File: src/rtl/logic_unit_arbiter.sv
// Two-requester round-robin arbiter in front of a fixed-latency bitwise logic unit.
// A granted request is executed for LAT cycles and its result held until acknowledged.
module logic_unit_arbiter #(
  parameter int unsigned LAT = 2
) (
  input  logic        clock,
  input  logic        reset_n,
  input  logic        req0,
  input  logic [1:0]  op0,
  input  logic [31:0] a0,
  input  logic [31:0] b0,
  output logic        gnt0,
  input  logic        req1,
  input  logic [1:0]  op1,
  input  logic [31:0] a1,
  input  logic [31:0] b1,
  output logic        gnt1,
  output logic        res_valid,
  output logic        res_id,
  output logic [31:0] res_data,
  input  logic        res_ack
);

  if (LAT < 1 || LAT > 15) begin : g_lat_check
    $error("logic_unit_arbiter: LAT must be in 1..15");
  end

  localparam logic [3:0] CNT_LOAD = 4'(LAT - 1);

  typedef enum logic [1:0] {
    IDLE = 2'b00,
    EXEC = 2'b01,
    DONE = 2'b10
  } state_t;

  state_t      state, state_next;
  logic        ptr;
  logic [3:0]  cnt;
  logic [1:0]  op_q;
  logic [31:0] a_q, b_q;
  logic        id_q;
  logic        grant;
  logic [31:0] alu;

  // ptr holds the last requester served; a tie goes to the other one.
  // Grants are also gated by reset_n so nothing is granted while reset is held.
  always_comb begin
    gnt0 = 1'b0;
    gnt1 = 1'b0;
    if (reset_n && state == IDLE) begin
      if (req0 && (!req1 || ptr)) gnt0 = 1'b1;
      else if (req1)              gnt1 = 1'b1;
    end
  end

  assign grant = gnt0 | gnt1;

  always_comb begin
    state_next = state;
    case (state)
      IDLE:    if (grant) state_next = EXEC;
      EXEC:    if (cnt == '0) state_next = DONE;
      DONE:    if (res_ack) state_next = IDLE;
      default: state_next = IDLE;
    endcase
  end

  always_comb begin
    alu = '0;
    case (op_q)
      2'b00: alu = ~a_q;
      2'b01: alu = a_q & b_q;
      2'b10: alu = a_q | b_q;
      2'b11: alu = a_q ^ b_q;
      default: alu = '0;
    endcase
  end

  always_ff @(posedge clock or negedge reset_n) begin
    if (!reset_n) state <= IDLE;
    else          state <= state_next;
  end

  always_ff @(posedge clock or negedge reset_n) begin
    if (!reset_n) begin
      ptr       <= 1'b1;
      cnt       <= '0;
      op_q      <= '0;
      a_q       <= '0;
      b_q       <= '0;
      id_q      <= 1'b0;
      res_valid <= 1'b0;
      res_id    <= 1'b0;
      res_data  <= '0;
    end else begin
      case (state)
        IDLE: begin
          if (grant) begin
            op_q <= gnt1 ? op1 : op0;
            a_q  <= gnt1 ? a1  : a0;
            b_q  <= gnt1 ? b1  : b0;
            id_q <= gnt1;
            cnt  <= CNT_LOAD;
          end
        end
        EXEC: begin
          if (cnt != '0) begin
            cnt <= cnt - 4'd1;
          end else begin
            res_valid <= 1'b1;
            res_data  <= alu;
            res_id    <= id_q;
          end
        end
        DONE: begin
          if (res_ack) begin
            res_valid <= 1'b0;
            ptr       <= res_id;
          end
        end
        default: ;
      endcase
    end
  end

endmodule

File: config.mk
export PLATFORM = sky130hd
export DESIGN_NAME = logic_unit_arbiter
export DESIGN_NICKNAME = d
export VERILOG_FILES = /design/src/rtl/logic_unit_arbiter.sv
export SDC_FILE = /design/constraint.sdc
export NUM_CORES = 1
export LEC_CHECK = 0
export BUFFER_PORTS_ARGS = -buffer_cell sky130_fd_sc_hd__buf_2
export CELL_PAD_IN_SITES_DETAIL_PLACEMENT = 1
export CELL_PAD_IN_SITES_GLOBAL_PLACEMENT = 2
export CORE_ASPECT_RATIO = 1.2
export CORE_MARGIN = 1
export CORE_UTILIZATION = 28
export DETAILED_ROUTE_END_ITERATION = 10
export PLACE_DENSITY_LB_ADDON = 0.1
export SYNTH_ARGS = -nofsm -noshare
export SYNTH_HDL_FRONTEND = slang
export SYNTH_SLANG_ARGS = --single-unit
File: constraint.sdc
create_clock -name clock -period 2.2 [get_ports clock]
set_input_delay 0.11 -clock clock [delete_from_list [all_inputs] [get_ports clock]]
set_output_delay 0.11 -clock clock [all_outputs]
set_load 0.005 [all_outputs]
==> flow_summary.yaml <==
logic_synthesis:
  synth_top_family_by_area: "compound AO/OA/AOI/OAI gates"
  synth_largest_area_cell: "dfrtp_1"
  synth_adder_area_share_pct: 11.43
  synth_compound_area_share_pct: 23.72
  ys_types: 38
  syn_inst: 627
  yosysSeqAreaShare_pct: 37.44
  synth-simple-area-share_pct: 1.975
  syn_area_sq_um: 7222
  synthDominantCellAreaShare_pct: 37.08
  synthMuxAreaShare_pct: 15.85
  synth-xor-area-share_pct: 0
  synth_nets: 830
  yosys_warnings: 0
  synth-seq-cells: 108
  synth_area_per_cell_sq_um: 11.52
  synth_area_leaders: "dfrtp_1 37%, ha_1 11%, a211oi_2 11%"
route:
  firstDrtPassIters: 5
  avgViaCountPerCell: 5.010
  vias: 5601
  wl_per_cell_um: 19.54
  postRouteAntennaNets: 0
  drc: 0
  first_iter_violations: 179
  wl_um: 21850
finish:
  drive_gt1_share_pct: 42.89
  nFillCells: 2806
  regArea_sq_um: 2706
  antenna_cells: 0
  syn_to_final_growth_pct: 22.12
  fin_util_pct: 34.74
  multi_input_area_sq_um: 3859
  nets: 986
  instances_no_fill: 1118
power_and_ir_drop:
  share_comb_of_total_power_pct: 52.1
  sw_frac_of_total_pct: 38.53
  clock_power_share_pct: 15.7
  p_seq_share_pct: 32.1
  vdd.ir_drop.worst_mv: 0.5145
  p_int_mw: 6.818
  p_switching_mw: 4.273
  p_per_area_nw_per_um2: 1258
  p_leak_nw: 4.069
timing:
  skew_ns: 0.01037
  setup_viol: 0
  worstMarginPinSlew_ns: 0.8462
  maxSlewViolCount: 0
  maxSlewHeadroom_pct: 43.59
  timing.fmax_mhz: 489.1
  rsz0062_at_grt: "no"
  fin_ws_ns: 0.1552
  fin_crit_sh_pct: 92.94
  fin_tns_setup_ns: 0
  fin_crit_ns: 2.045
  finalHoldViolations: 0
setup_path:
  path_class: "in -> out"
  rrSetupSlack_ns: 0.41
  worstReg2RegStart: "state[0]"
  crit_start: "reset_n"
  cp.required_ns: 2.09
  rr_endpoint: "a_q[0]"
  end_kind: "output port"
  cp-endpoint: "gnt1"
  startpoint_type: "input port"
  cp.arrival_ns: 1.93
  crit_fanout: 22
  ff2ff_path_depth: 4
global_route:
  met1_usage_pct: 21.71
  grt-ovfl-total: 0
  grt_use_met2_pct: 30.53
  antenna_found_initial: 1
  track_usage_pct: 17.33
  grt_pass1_vias: 6319
  grt_pass1_wl_um: 34890
  grt.busiest_layer: "met2"
  grt_max_degree: 68
  grt_use_met3_pct: 2.211
worst_hold_path:
  min_path_type: "in -> reg"
  hold_start: "a0[6]"
clock_network:
  clock_latency_ns: 0.36
  cts_buffers: 9
  cts_num_sinks: 108
  path_clk_slew_ns: 0.08
  htreeDepth: 3
  cts_tree: "built"
  ctsRootBufferMaster: "clkbuf_16"
  cts_resized: 0
  cts.path.max_buffers: 2
place:
  dp_cells: 1093
  routabilityCongestion: 0.7320
  port_buffers: 172
  dpl_worst_slack_ns: 0.3838
  dp_hpwl_um: 15000
floorplan:
  start_util_pct: 28.45
  die_y_um: 177.9
  fp.dieArea_sq_um: 26440
  pin_count: 173
  core_sq_um: 25380
  rows: 64
  die_w_um: 148.6
run_status:
  outcome: "finished, final reports clean"
flow_run:
  maxCapViolCount: 0
==> synthesized netlist by cell type, drive strengths merged <==
cell,n
nor2,6
a21o,1
a21oi,4
o41ai,1
o22ai,1
inv,100
nand3,2
buf,36
a211oi,64
or4,1
nand2,3
mux2,35
nor3b,3
a22oi,64
mux4,32
a21bo,1
nand3b,2
clkbuf,18
dfrtp,107
nand4,1
nand2b,2
or3,1
o21ai,69
a31oi,2
or3b,1
or2,1
a21boi,1
dfstp,1
ha,66
o21a,1
==> critical path, cell delays in order <==
cell and delay [ns]:
dlygate4sd3_1 0.60, buf_4 0.31, or3b_4 0.57, nor2_1 0.20
buf_2 0.14
==> per-stage QoR <==
step | area, sq um | hold slack [ns] | total power [mW]
3_3_place_gp | 8418 | 0.01297 | 9.179
5_1_grt | 8820 | 0.01144 | 12.15
3_5_place_dp | 8418 | 0.01707 | 9.498
4_1_cts | 8811 | 0.0009130 | 11.34
6_report | 8820 | 0.01241 | 11.09
2_1_floorplan | 7222 | -0.1856 | 7.658
==> cells by family after synthesis <==
| logic type | after synthesis |
|---|---|
| muxes | 67 |
| and+or+nand+nor | 23 |
| adders and majority gates | 66 |
| DFF | 108 |
| AOI/OAI and AO/OA | 209 |
| buffers and inverters | 154 |
==> routing by layer <==
layer	vias up	part of all wire [%]
met5	-	0.060
met4	2	1.7
met3	24	3.3
met2	111	52
met1	2882	43
li1	2582	-
==> worst min path at each step <==
stage              end  slack (ns)  depth (start not counted)
6_report        a_q[6]        0.01                          3
5_1_grt         a_q[6]        0.01                          3
4_1_cts         a_q[6]      0.0009                          3
3_5_place_dp   op_q[1]        0.02                          1
3_3_place_gp   op_q[1]        0.01                          1
2_1_floorplan   a_q[0]       -0.19                          0
==> power by group through the flow <==
stage	clock [mW]	sequential [mW]	combinational, mW
global route	1.88	3.70	6.56
global placement	0	3.55	5.63
finish	1.75	3.56	5.78
floorplan	0	3.42	4.24
detailed placement	0	3.62	5.88
CTS	1.83	3.58	5.93
==> state kept, by name, indices dropped and copies added (netlist names) <==
signal	flops
ptr	1
cnt	4
a_q	32
res_id	1
res_data	32
b_q	32
op_q	2
state	2
id_q	1
res_valid	1
==> cell usage in the layout (no fill, tap or decap), types with 13 or more instances in the layout <==
cell type,instances
buf_2,171
mux2_2,16
dfrtp_1,105
a22oi_1,64
o21ai_0,61
ha_1,66
inv_1,100
mux4_2,32
buf_4,13
a211oi_2,64
==> timing repair <==
item / 4_1_cts / 5_1_grt
setup buffers: 0 / 0
setup endpoints to repair: 0 / 3
hold buffers: 8 / 0
hold endpoints to repair: 25 / 0
==> area by class of cell <==
| cell class | instances | area share (%) |
|---|---|---|
| tap | 330 | 4.682 |
| sequential | 108 | 30.69 |
| timing repair buffer | 198 | 13.08 |
| clock buffer | 12 | 2.908 |
| multi-input combinational | 366 | 43.75 |
| inverter | 100 | 4.256 |
| clock inverter | 4 | 0.6384 |
(Power assumes the default switching activity.)
